## src/rtl/monkey_hit_detector_pkg.sv

```systemverilog
// Shared types and helpers for the monkey hit detector and its edge classifier.
package monkey_hit_pkg;

  localparam int EDGE_TOP    = 0;
  localparam int EDGE_RIGHT  = 1;
  localparam int EDGE_BOTTOM = 2;
  localparam int EDGE_LEFT   = 3;

  typedef enum logic [0:0] {
    WAIT_FIRST = 1'b0,
    ACCUM      = 1'b1
  } hit_state_t;

  // Rope counter increments but holds at its maximum instead of wrapping.
  function automatic logic [7:0] satInc8(input logic [7:0] value);
    if (value == 8'hFF) begin
      return value;
    end else begin
      return value + 8'd1;
    end
  endfunction

endpackage

```

## src/rtl/monkey_hit_detector_if.sv

```systemverilog
// Pixel stream in / per-frame collision result out, between the video pipeline and the hit detector.
interface monkey_hit_detector_if;

  logic               startOfFrame;
  logic signed [10:0] pixelX;
  logic signed [10:0] pixelY;
  logic signed [10:0] topLeftX;
  logic signed [10:0] topLeftY;
  logic               monkeyDR;
  logic               ledgeDR;
  logic               ropeDR;
  logic               enemyDR;
  logic               collision;
  logic               onRope;
  logic               objectHit;
  logic [3:0]         HitEdgeCode;
  logic               resultValid;

  modport master (
    output startOfFrame, pixelX, pixelY, topLeftX, topLeftY,
           monkeyDR, ledgeDR, ropeDR, enemyDR,
    input  collision, onRope, objectHit, HitEdgeCode, resultValid
  );

  modport slave (
    input  startOfFrame, pixelX, pixelY, topLeftX, topLeftY,
           monkeyDR, ledgeDR, ropeDR, enemyDR,
    output collision, onRope, objectHit, HitEdgeCode, resultValid
  );

endinterface

```

## src/rtl/monkey_hit_detector_hit_edge_classifier.sv

```systemverilog
// Combinational box test and side classification of a pixel offset inside an object's bounding box.
module hit_edge_classifier
  import monkey_hit_pkg::*;
#(
  parameter int OBJECT_WIDTH  = 64,
  parameter int OBJECT_HEIGHT = 64,
  parameter int EDGE_MARGIN   = 4
) (
  input  logic signed [11:0] offX,
  input  logic signed [11:0] offY,
  output logic               inBox,
  output logic [3:0]         edgeBits
);

  localparam logic signed [11:0] WIDTH_S   = 12'(OBJECT_WIDTH);
  localparam logic signed [11:0] HEIGHT_S  = 12'(OBJECT_HEIGHT);
  localparam logic signed [11:0] MARGIN_S  = 12'(EDGE_MARGIN);
  localparam logic signed [11:0] RIGHT_S   = 12'(OBJECT_WIDTH - EDGE_MARGIN);
  localparam logic signed [11:0] BOTTOM_S  = 12'(OBJECT_HEIGHT - EDGE_MARGIN);

  // Signed compares so a box hanging off the top/left of the screen never wraps.
  always_comb begin
    inBox    = (offX >= 12'sd0) && (offX < WIDTH_S) &&
               (offY >= 12'sd0) && (offY < HEIGHT_S);
    edgeBits              = 4'b0000;
    edgeBits[EDGE_TOP]    = (offY < MARGIN_S);
    edgeBits[EDGE_RIGHT]  = (offX >= RIGHT_S);
    edgeBits[EDGE_BOTTOM] = (offY >= BOTTOM_S);
    edgeBits[EDGE_LEFT]   = (offX < MARGIN_S);
  end

endmodule

```

## src/rtl/monkey_hit_detector.sv

```systemverilog
// Accumulates monkey/ledge/rope/enemy overlaps over a video frame and publishes
// the completed frame's result on startOfFrame, held stable for the next frame.
module monkey_hit_detector
  import monkey_hit_pkg::*;
#(
  parameter int OBJECT_WIDTH    = 64,
  parameter int OBJECT_HEIGHT   = 64,
  parameter int EDGE_MARGIN     = 4,
  parameter int ROPE_MIN_PIXELS = 8
) (
  input logic                  clk,
  input logic                  reset,
  monkey_hit_detector_if.slave bus
);

  localparam logic [7:0] ROPE_MIN = 8'(ROPE_MIN_PIXELS);

  hit_state_t         state;
  logic signed [11:0] offX;
  logic signed [11:0] offY;
  logic               inBox;
  logic [3:0]         edgeBits;
  logic               qualified;

  logic               accCollision;
  logic               accHit;
  logic [3:0]         accEdge;
  logic [7:0]         ropeCnt;

  logic               nextCollision;
  logic               nextHit;
  logic [3:0]         nextEdge;
  logic [7:0]         nextRope;

  assign offX = $signed({bus.pixelX[10], bus.pixelX}) - $signed({bus.topLeftX[10], bus.topLeftX});
  assign offY = $signed({bus.pixelY[10], bus.pixelY}) - $signed({bus.topLeftY[10], bus.topLeftY});

  hit_edge_classifier #(
    .OBJECT_WIDTH (OBJECT_WIDTH),
    .OBJECT_HEIGHT(OBJECT_HEIGHT),
    .EDGE_MARGIN  (EDGE_MARGIN)
  ) u_classifier (
    .offX    (offX),
    .offY    (offY),
    .inBox   (inBox),
    .edgeBits(edgeBits)
  );

  assign qualified = bus.monkeyDR & inBox;

  // A pixel coincident with startOfFrame lands in the freshly cleared accumulators.
  always_comb begin
    logic       baseCollision;
    logic       baseHit;
    logic [3:0] baseEdge;
    logic [7:0] baseRope;
    if (bus.startOfFrame) begin
      baseCollision = 1'b0;
      baseHit       = 1'b0;
      baseEdge      = 4'b0000;
      baseRope      = 8'd0;
    end else begin
      baseCollision = accCollision;
      baseHit       = accHit;
      baseEdge      = accEdge;
      baseRope      = ropeCnt;
    end
    nextCollision = baseCollision | (qualified & bus.ledgeDR);
    nextHit       = baseHit | (qualified & bus.enemyDR);
    nextEdge      = (qualified & bus.ledgeDR) ? (baseEdge | edgeBits) : baseEdge;
    nextRope      = (qualified & bus.ropeDR) ? satInc8(baseRope) : baseRope;
  end

  // Frame FSM: accumulators, publication of the finished frame and result pulse.
  always_ff @(posedge clk) begin
    if (reset) begin
      state           <= WAIT_FIRST;
      accCollision    <= 1'b0;
      accHit          <= 1'b0;
      accEdge         <= 4'b0000;
      ropeCnt         <= 8'd0;
      bus.collision   <= 1'b0;
      bus.onRope      <= 1'b0;
      bus.objectHit   <= 1'b0;
      bus.HitEdgeCode <= 4'b0000;
      bus.resultValid <= 1'b0;
    end else begin
      accCollision <= nextCollision;
      accHit       <= nextHit;
      accEdge      <= nextEdge;
      ropeCnt      <= nextRope;
      case (state)
        WAIT_FIRST: begin
          bus.resultValid <= 1'b0;
          if (bus.startOfFrame) begin
            state <= ACCUM;
          end else begin
            state <= WAIT_FIRST;
          end
        end
        ACCUM: begin
          state <= ACCUM;
          if (bus.startOfFrame) begin
            bus.collision   <= accCollision;
            bus.objectHit   <= accHit;
            bus.onRope      <= (ropeCnt >= ROPE_MIN);
            bus.HitEdgeCode <= accCollision ? accEdge : 4'b0000;
            bus.resultValid <= 1'b1;
          end else begin
            bus.resultValid <= 1'b0;
          end
        end
        default: begin
          state           <= WAIT_FIRST;
          bus.resultValid <= 1'b0;
        end
      endcase
    end
  end

endmodule

```

## src/flat_wrapper.sv

```systemverilog
// flat-port wrapper written by rule: the top's interface ports become plain ports
module monkey_hit_detector_flat import monkey_hit_pkg::*;
#(
  parameter int OBJECT_WIDTH    = 64,
  parameter int OBJECT_HEIGHT   = 64,
  parameter int EDGE_MARGIN     = 4,
  parameter int ROPE_MIN_PIXELS = 8
)
  (clk, reset, bus_startOfFrame, bus_pixelX, bus_pixelY, bus_topLeftX, bus_topLeftY, bus_monkeyDR, bus_ledgeDR, bus_ropeDR, bus_enemyDR, bus_collision, bus_onRope, bus_objectHit, bus_HitEdgeCode, bus_resultValid);
  monkey_hit_detector_if bus_i ();
  input logic clk;
  input logic reset;
  input wire logic [$bits(bus_i.startOfFrame)-1:0] bus_startOfFrame;
  input wire logic [$bits(bus_i.pixelX)-1:0] bus_pixelX;
  input wire logic [$bits(bus_i.pixelY)-1:0] bus_pixelY;
  input wire logic [$bits(bus_i.topLeftX)-1:0] bus_topLeftX;
  input wire logic [$bits(bus_i.topLeftY)-1:0] bus_topLeftY;
  input wire logic [$bits(bus_i.monkeyDR)-1:0] bus_monkeyDR;
  input wire logic [$bits(bus_i.ledgeDR)-1:0] bus_ledgeDR;
  input wire logic [$bits(bus_i.ropeDR)-1:0] bus_ropeDR;
  input wire logic [$bits(bus_i.enemyDR)-1:0] bus_enemyDR;
  output wire logic [$bits(bus_i.collision)-1:0] bus_collision;
  output wire logic [$bits(bus_i.onRope)-1:0] bus_onRope;
  output wire logic [$bits(bus_i.objectHit)-1:0] bus_objectHit;
  output wire logic [$bits(bus_i.HitEdgeCode)-1:0] bus_HitEdgeCode;
  output wire logic [$bits(bus_i.resultValid)-1:0] bus_resultValid;
  assign bus_i.startOfFrame = bus_startOfFrame;
  assign bus_i.pixelX = bus_pixelX;
  assign bus_i.pixelY = bus_pixelY;
  assign bus_i.topLeftX = bus_topLeftX;
  assign bus_i.topLeftY = bus_topLeftY;
  assign bus_i.monkeyDR = bus_monkeyDR;
  assign bus_i.ledgeDR = bus_ledgeDR;
  assign bus_i.ropeDR = bus_ropeDR;
  assign bus_i.enemyDR = bus_enemyDR;
  assign bus_collision = bus_i.collision;
  assign bus_onRope = bus_i.onRope;
  assign bus_objectHit = bus_i.objectHit;
  assign bus_HitEdgeCode = bus_i.HitEdgeCode;
  assign bus_resultValid = bus_i.resultValid;
  monkey_hit_detector #(.OBJECT_WIDTH(OBJECT_WIDTH), .OBJECT_HEIGHT(OBJECT_HEIGHT), .EDGE_MARGIN(EDGE_MARGIN), .ROPE_MIN_PIXELS(ROPE_MIN_PIXELS)) u_core (.clk(clk), .reset(reset), .bus(bus_i));
endmodule
```

## config.mk

```make
export PLATFORM = sky130hd
export DESIGN_NAME = monkey_hit_detector_flat
export DESIGN_NICKNAME = d
export VERILOG_FILES = /design/src/rtl/monkey_hit_detector_pkg.sv /design/src/rtl/monkey_hit_detector_if.sv /design/src/rtl/monkey_hit_detector_hit_edge_classifier.sv /design/src/rtl/monkey_hit_detector.sv /design/src/flat_wrapper.sv
export SDC_FILE = /design/constraint.sdc
export NUM_CORES = 1
export LEC_CHECK = 0
export BUFFER_PORTS_ARGS = -buffer_cell sky130_fd_sc_hd__buf_4
export CAP_MARGIN = 15
export CORE_MARGIN = 2
export CORE_UTILIZATION = 32
export DETAILED_ROUTE_END_ITERATION = 12
export GPL_ROUTABILITY_DRIVEN = 0
export PLACE_DENSITY = 0.51
export SYNTH_ARGS = -nofsm -noshare
export SYNTH_HDL_FRONTEND = slang
export SYNTH_SLANG_ARGS = --single-unit
```

## constraint.sdc

```tcl
create_clock -name clk -period 5.9 [get_ports clk]
set_input_delay 0.59 -clock clk [delete_from_list [all_inputs] [get_ports clk]]
set_output_delay 0.59 -clock clk [all_outputs]
set_load 0.02 [all_outputs]
```

Word level (Yosys, flattened, before mapping):

Index checks and enable logic that the tools add are counted.

* input bits: 51
* logic and storage cells: 46
* output and inout bits: 8
* register bits after elaboration: 23

* mux-type cells: 11
* bitwise operators: 8
* reduce and logical (&&, ||, !) cells: 4
* $lt $le $gt $ge: 9
* add/subtract/negate cells: 3
* equal/unequal tests: 1

Operator list (count)
* >= comparator 12 x 1 -> 1 bit (second input constant): 2
* >= comparator 12 x 7 -> 1 bit (second input constant): 2
* less-than comparator 12 x 4 -> 1 bit (second input constant): 2
* less-than comparator 12 x 8 -> 1 bit (second input constant): 2
* two-way mux 8 bit: 3
* subtractor 11 x 11 -> 12 bit: 2
* two-way mux 4 bit: 3
* adder 8 x 1 -> 8 bit (second input constant): 1
* equality test 8 bit (second input constant): 1
* >= comparator 8 x 4 -> 1 bit (second input constant): 1
* AND 1 bit: 4
* OR 4 bit: 1
* one-hot mux 1 bit (2 select lines): 2
* logical AND 1 bit: 3
* two-way mux 1 bit: 3
* OR 1 bit: 2
* AND reduction 2 bit: 1
* inverter 1 bit: 1

Logic depth before layout (Yosys ltp):

Gate-level depths: netlist of run 1.

* depth in word-level cells: 8
* depth in mapped cells: 11
* depth with buffers taken out: 10

Cells and area by module:

Synthesis of run 1 repeated with hierarchy kept, for this count alone.

* cells, all modules: 275
* area, all modules: 2083.2 um^2

By module, submodules not included
* monkey_hit_detector: times used 1, seq. area each 460.4 um^2, area an instance 1988.2 um^2, cells an instance 261
* hit_edge_classifier: times used 1, seq. area each 0.0 um^2, area an instance 95.1 um^2, cells an instance 14

Worst setup path before layout of run 1:

No wires, ideal clock.

* path type: input port to flip-flop
* start point: in bus_pixelY[0]
* end point: reg u_core.ropeCnt[2]
* path buffers: 0
* setup time: 0.123 ns
* data required time: 5.777 ns
* arrival: 2.820 ns
* path slack: 2.957 ns
* stages: 10
* path through: inv_1 > ha_1 > fa_1 > nor2b_1 > o2111ai_2 > a31oi_1 > o32ai_1 > a2111oi_4 > nand4_1 > mux2_1

* longest elaborated chain between the ends: 7
* elaborated cells between the ends (all ways): 8
* those cells by class: add/sub (1); order compare (2); mux (1); bitwise (2); reduce/logical (2)

Ends and longest elaborated chain
* start, declared: line flat_wrapper.sv:15 `input wire logic [$bits(bus_i.pixelY)-1:0] bus_pixelY;`
* subtractor 11 x 11 -> 12 bit (*): line monkey_hit_detector.sv:36 `assign offY = $signed({bus.pixelY[10], bus.pixelY}) - $signed({bus.topLeftY[10], bus.topLeftY});`
* >= comparator 12 x 1 -> 1 bit: line monkey_hit_detector_hit_edge_classifier.sv:24 `(offY >= 12'sd0) && (offY < HEIGHT_S);`
* logical AND 1 bit: line monkey_hit_detector_hit_edge_classifier.sv:23 `inBox = (offX >= 12'sd0) && (offX < WIDTH_S) &&`
* logical AND 1 bit (*): line monkey_hit_detector_hit_edge_classifier.sv:24
* AND 1 bit (*): line monkey_hit_detector.sv:49 `assign qualified = bus.monkeyDR & inBox;`
* AND 1 bit (*): line monkey_hit_detector.sv:71 `nextRope = (qualified & bus.ropeDR) ? satInc8(baseRope) : baseRope;`
* two-way mux 8 bit (*): line monkey_hit_detector.sv:71
* end signal, assigned: line monkey_hit_detector.sv:91 `ropeCnt <= nextRope;`
* end, declared: line monkey_hit_detector.sv:28 `logic [7:0] ropeCnt;`

Mark *: on every way between the ends. The rest lies on a longest branch, timed or not.
A chain may end at the register's enable or synchronous reset.

Final worst setup path of run 1:

* start point: in bus_topLeftY[0]
* end point: reg u_core.ropeCnt[0]

* longest elaborated chain between the ends: 7
* elaborated cells between the ends (all ways): 8
* those cells by class: add/sub (1); order compare (2); mux (1); bitwise (2); reduce/logical (2)

Ends and longest elaborated chain
* start, declared: line flat_wrapper.sv:17 `input wire logic [$bits(bus_i.topLeftY)-1:0] bus_topLeftY;`
* subtractor 11 x 11 -> 12 bit (*): line monkey_hit_detector.sv:36
* >= comparator 12 x 1 -> 1 bit: line monkey_hit_detector_hit_edge_classifier.sv:24
* logical AND 1 bit: line monkey_hit_detector_hit_edge_classifier.sv:23
* logical AND 1 bit (*): line monkey_hit_detector_hit_edge_classifier.sv:24
* AND 1 bit (*): line monkey_hit_detector.sv:49
* AND 1 bit (*): line monkey_hit_detector.sv:71
* two-way mux 8 bit (*): line monkey_hit_detector.sv:71

Marked as above.

==> results.py, run 1 <==
metrics = {
    "routing": {
        "via_per_inst": 5.173,
        "routedWlPerCell_um": 11.82,
        "vias": 2457,
        "drc": 0,
        "ant_nets": 0,
        "routed_wl_um": 5615,
        "drt-initial-drc-count": 106,
        "firstDrtPassIters": 4,
    },
    "clock_network": {
        "clock_path_buffers": 2,
        "cts_buffers": 3,
        "post_cts_resized": 0,
        "post_cts_buffers": 0,
        "cts_root_buf": "clkbuf_8",
        "clk_latency_ps": 260,
        "htreeDepth": 1,
        "clk_pin_slew_ps": 80,
        "cts_tree": "done",
        "cts_hold_buf": 0,
        "cts.sinks": 23,
    },
    "synthesis": {
        "ys_seq_area_share_pct": 18.49,
        "synth_area_leader_cell": "dfxtp_1",
        "ys_types": 70,
        "synth_common_cells": "33 x nand2_1, 29 x inv_1, 23 x a21oi_1, 23 x dfxtp_1, 23 x ha_1",
        "yosysMostFrequentCell": "nand2_1",
        "ys_async_sr_fraction_pct": 0,
        "syn_inst": 320,
        "synthTopCellsByArea": "dfxtp_1 18%, ha_1 12%, nand2_1 5.0%",
        "synth_seq_cells": 23,
        "synth_edf_count": 0,
        "synth_warnings": 0,
        "yosys.area.top_type_share_pct": 18.49,
        "synth_fp_nets": 395,
        "synthFlopType": "dfxtp_1",
        "avgSynthCellArea_sq_um": 7.781,
        "syn_area_sq_um": 2490,
    },
    "timing": {
        "slew_violations": 0,
        "setup-tns-final_ps": 0,
        "finClkSkew_ps": 2.683,
        "finalHoldViolations": 0,
        "min_period_ps": 3400,
        "fin_crit_sh_pct": 57.63,
        "setup_viol": 0,
        "clock.fmax_mhz": 294.1,
        "worstMarginPinSlew_ps": 1089,
        "rsz0062_at_grt": "no",
        "maxSlewHeadroom_pct": 27.26,
    },
    "layout": {
        "instances_no_fill": 475,
        "n_antenna_cell": 0,
        "drive_gt1_share_pct": 23.32,
        "area_growth_pct": 21.51,
        "stdcell_area_sq_um": 3025,
        "fin_nets": 449,
        "final_util_pct": 39.56,
        "nFillCells": 800,
        "area.sequential_sq_um": 460.4,
        "multi_input_area_sq_um": 1848,
    },
    "global_routing": {
        "grt_max_degree": 24,
        "antenna_found_initial": 0,
        "grt_overflow": 0,
        "grt_pass1_wl_um": 9722,
        "grt_pass1_vias": 2221,
        "grt.total_usage_pct": 13.28,
    },
    "floorplanning": {
        "die_w_um": 92.21,
        "dieArea_sq_um": 8503,
        "core_sq_um": 7647,
        "rows": 32,
        "io_pins": 59,
        "chipHeight_um": 92.21,
        "initial_core_util_pct": 32.56,
    },
    "critical_path": {
        "cp-start-kind": "input pin",
        "cp.arrival_ps": 3550,
        "path_class": "in -> reg",
        "endpoint_kind": "flip-flop",
        "cp_max_fo": 13,
        "cp.required_ps": 6050,
    },
    "power": {
        "vdd_drop_max_uv": 75.63,
        "p_per_area_nw_per_um2": 145.1,
        "leakage_nw": 1.371,
    },
    "placed_design": {
        "place_area_sq_um": 2980,
        "dp.cells": 471,
        "io_buffer_count": 58,
        "post-dp-hpwl_um": 4541,
    },
    "worst_hold_path": {
        "hp-class": "reg -> reg",
    },
    "job": {
        "drv_cap": 0,
    },
    "status": {
        "status": "finished clean",
    },
}
[power breakdown]
group | internal, W | switching [W] | total, W | leakage, nW
Clock | 0.0000481 | 0.0000480 | 0.0000961 | 0.0228
Combinational | 0.0000831 | 0.000104 | 0.000187 | 1.16
Sequential | 0.000156 | 0.000000357 | 0.000156 | 0.186
Total | 0.000287 | 0.000152 | 0.000439 | 1.37
[logic make-up (layout without fill, tap and decap cells)]
kind of cell / after synthesis / count (layout) / synth area share (%)
AO/OA/AOI/OAI: 86 / 86 / 25.53
XOR/XNOR: 9 / 9 / 3.166
adder cells (fa/ha/maj): 24 / 24 / 12.36
buffers and inverters: 38 / 91 / 7.286
flip-flops: 23 / 23 / 18.49
multiplexers: 6 / 6 / 2.513
AND/OR/NAND/NOR: 134 / 134 / 30.65
[routing by layer]
metal | vias to the layer above | global-route usage [%] | routed length, um
met3 | 4 | 1.315 | 223
li1 | 1290 | - | -
met2 | 63 | 22.92 | 2550
met1 | 1100 | 17.87 | 2801
met4 | 0 | 2.985 | 40
met5 | - | 0 | 0
[layout by cell type, fill, tap and decap left out, types with 5 or more instances in the layout]
master	instances
nor2_1	13
xor2_1	5
nand4_1	10
buf_4	58
nor3_1	6
ha_1	23
nand2b_1	8
a21oi_1	23
dfxtp_1	23
and3_1	9
and2_1	5
o21ai_0	7
nor2b_1	11
inv_1	29
nand3_1	12
nand2_1	33
a31oi_1	5
o211ai_1	5
nor4_1	5
[state kept, by name, indices dropped and copies added, names as in the netlist]
signal	cells
u_core.ropeCnt	8
u_core.accEdge	4
u_core.bus.HitEdgeCode	4
u_core.accCollision	1
u_core.accHit	1
u_core.bus.collision	1
u_core.bus.objectHit	1
u_core.bus.onRope	1
u_core.bus.resultValid	1
u_core.state	1
[critical path, stage by stage]
cell and delay [ps]:
buf_4 110, ha_1 210, fa_1 420, nor2b_1 240
o2111ai_2 160, a31oi_1 250, o32ai_1 180, a2111oi_4 840
nand3_2 190, mux2_1 370
[final timing paths]
path	start	end	slack (ps)	cells after the start
max	bus_topLeftY[0]	u_core.ropeCnt[0]$_SDFF_PP0_	2500	10
min	u_core.bus.HitEdgeCode[1]$_SDFFE_PP0P_	u_core.bus.HitEdgeCode[1]$_SDFFE_PP0P_	450	2
max reg2reg	u_core.ropeCnt[0]$_SDFF_PP0_	u_core.ropeCnt[0]$_SDFF_PP0_	3880	8
min reg2reg	u_core.bus.HitEdgeCode[1]$_SDFFE_PP0P_	u_core.bus.HitEdgeCode[1]$_SDFFE_PP0P_	450	2
[area by class of cell]
cell class | count | share of cell area [%]
well taps | 102 | 4.218
multi-input cells | 259 | 61.08
repair buffers | 58 | 14.39
clock buffers | 4 | 1.489
inverters | 29 | 3.598
flip-flops and latches | 23 | 15.22
[through the flow]
stage                     hold WS (ps)  total power, W  worst slack [ps]
after detailed placement         446.4       0.0003455              2219
final                            454.0       0.0004390              2500
after global placement           441.7       0.0003450              2258
after CTS                        456.6       0.0004419              2498
after global routing             471.0       0.0004704              2329
after floorplan                  425.9       0.0002959              2957
No activity file was read; power rests on OpenSTA's default activity.
==> inputs of run 2 (changes only) <==
Clock period 5.9 ns to 3.4 ns, I/O delays scaled along.
==> results.py, run 2 (synthesis gave the netlist of run 1 again) <==
metrics = {
    "status": {
        "status": "finished clean",
    },
    "critical_path": {
        "cp-start-kind": "input pin",
        "slowest_delay_ps": 440,
        "endpoint_kind": "flip-flop",
        "cpMostUsedCell": "buf_4",
        "cpMaxStageDelayCell": "a2111oi_4",
        "crit_chain": "buf_4 > ha_1 > fa_1 > nor2b_1 > o2111ai_2 > a31oi_1 > o32ai_1 > a2111oi_4 > buf_4 > nand4_1 > and3_1",
        "reg2reg_depth": 8,
        "cp.required_ps": 3560,
        "timing.rr.end": "u_core.ropeCnt[0]$_SDFF_PP0_",
        "cp.arrival_ps": 2880,
        "path_class": "in -> reg",
        "cp_max_fo": 11,
        "r2r-start": "u_core.ropeCnt[0]$_SDFF_PP0_",
        "r2r_slack_ps": 1350,
    },
    "layout": {
        "fin_nets": 453,
        "final_cell_mix": "62 x buf_4, 33 x nand2_1, 29 x inv_1",
        "nFillCells": 834,
        "drive_gt1_share_pct": 24.14,
        "stdcell_area_sq_um": 3055,
        "n_antenna_cell": 0,
        "layout_commonest_cell": "buf_4",
        "top_register": "u_core.ropeCnt",
        "top_regs": "u_core.ropeCnt: 8 flops, u_core.accEdge: 4 flops, u_core.bus.HitEdgeCode: 4 flops",
        "area_growth_pct": 22.71,
        "largest_reg_flops": 8,
    },
    "power": {
        "p_clk_share_pct": 22.1,
        "vdd_drop_max_uv": 106.4,
        "comb_power_share_pct": 42.7,
        "internal-power_w": 0.0005034,
        "leakage_nw": 1.392,
        "switching_share_pct": 34.54,
        "p_seq_share_pct": 35.2,
        "p_sw_w": 0.0002656,
        "p_per_area_nw_per_um2": 251.7,
    },
    "timing": {
        "slew_violations": 0,
        "maxSlewHeadroom_pct": 60.11,
        "finalHoldViolations": 0,
        "hold-worst-slack_ps": 349.1,
        "rsz0062_at_grt": "no",
        "worstMarginPinSlew_ps": 590.9,
        "clock.fmax_mhz": 368.0,
        "finClkSkew_ps": 1.920,
        "min_period_ps": 2718,
        "setup-tns-final_ps": 0,
        "layout_setup_ws_ps": 682.5,
        "setup_viol": 0,
        "fin_crit_sh_pct": 79.93,
    },
    "clock_network": {
        "cts_tree": "done",
        "cts_buffers": 3,
        "cts_hold_buf": 0,
        "htreeDepth": 1,
        "cts.sinks": 23,
        "clock_path_buffers": 2,
        "post_cts_resized": 0,
        "post_cts_buffers": 0,
        "clk_pin_slew_ps": 80,
        "clk_latency_ps": 260,
        "cts_root_buf": "clkbuf_8",
    },
    "global_routing": {
        "grt_overflow": 0,
        "grt_pass1_wl_um": 10090,
        "antenna_found_initial": 0,
        "grt_pass1_vias": 2362,
        "grt_max_degree": 24,
        "grt.total_usage_pct": 13.80,
    },
    "floorplanning": {
        "initial_core_util_pct": 32.56,
        "io_pins": 59,
        "dieArea_sq_um": 8503,
        "core_sq_um": 7647,
        "die_w_um": 92.21,
        "chipHeight_um": 92.21,
        "rows": 32,
    },
    "routing": {
        "firstDrtPassIters": 4,
        "drc": 0,
        "routedWlPerCell_um": 11.99,
        "routed_wl_um": 5741,
        "via_per_inst": 5.171,
        "drt-initial-drc-count": 104,
        "ant_nets": 0,
        "vias": 2477,
    },
    "placed_design": {
        "dp_slack_ps": 393.9,
        "post-dp-hpwl_um": 4746,
        "io_buffer_count": 58,
        "place_area_sq_um": 3010,
    },
    "worst_hold_path": {
        "min_to": "u_core.accHit$_SDFF_PP0_",
        "hp-class": "in -> reg",
        "hold_start": "bus_enemyDR",
        "hold-path-cell-count": 3,
    },
    "job": {
        "drv_cap": 0,
    },
}
-- run 2: cell count changes in the layout (fill, tap and decap cells not counted), sizes merged --
cell / previous run / this run
buf: 58 / 62
-- run 2: power groups by stage --
stage / sequential [W] / clock [W] / combinational, W
global route: 0.000271 / 0.000189 / 0.000369
global placement: 0.000277 / 0 / 0.000328
finish: 0.000271 / 0.000170 / 0.000328
CTS: 0.000271 / 0.000178 / 0.000331
floorplan: 0.000278 / 0 / 0.000236
detailed placement: 0.000277 / 0 / 0.000328
-- run 2: worst max-delay path by stage --
stage / slack [ps] / cells after the start / from / endpoint
2_1_floorplan: 710 / 10 / bus_pixelY[0] / u_core.ropeCnt[2]$_SDFF_PP0_
3_3_place_gp: 450 / 11 / bus_topLeftY[0] / u_core.ropeCnt[7]$_SDFF_PP0_
3_5_place_dp: 390 / 11 / bus_topLeftY[0] / u_core.ropeCnt[7]$_SDFF_PP0_
4_1_cts: 670 / 11 / bus_topLeftY[0] / u_core.ropeCnt[7]$_SDFF_PP0_
5_1_grt: 470 / 11 / bus_topLeftY[0] / u_core.ropeCnt[7]$_SDFF_PP0_
6_report: 680 / 11 / bus_topLeftY[0] / u_core.ropeCnt[7]$_SDFF_PP0_
-- run 2: per-layer routing --
layer / global-route usage (%) / up-vias / wire, um
met5: 0 / - / 0
met4: 2.861 / 0 / 43
met3: 1.397 / 6 / 209
met2: 24.39 / 58 / 2728
met1: 18.16 / 1116 / 2759
li1: - / 1297 / -
-- run 2: worst max-delay path, delay by kind of cell --
| kind | cells | cell delay (ps) |
|---|---|---|
| buffers and inverters | 2 | 370 |
| AOI/OAI and AO/OA | 4 | 1030 |
| adders and majority gates | 2 | 630 |
| and+or+nand+nor | 3 | 520 |
-- run 2: through the flow --
stage	total power, W	std cells	utilization, %
after global routing	0.0008291	479	39.95
after CTS	0.0007796	479	39.95
after detailed placement	0.0006060	475	39.37
after global placement	0.0006056	475	39.37
final	0.0007690	479	39.95
after floorplan	0.0005134	320	-
-- run 2: layout make-up --
class                           instances  area [sq um]  area share (%)
Timing Repair Buffer                   62         465.4           15.23
Sequential cell                        23         460.4           15.07
Multi-Input combinational cell        259          1848           60.48
Tap cell                              102         127.6           4.177
Clock buffer                            4         45.04           1.474
Inverter                               29         108.9           3.563
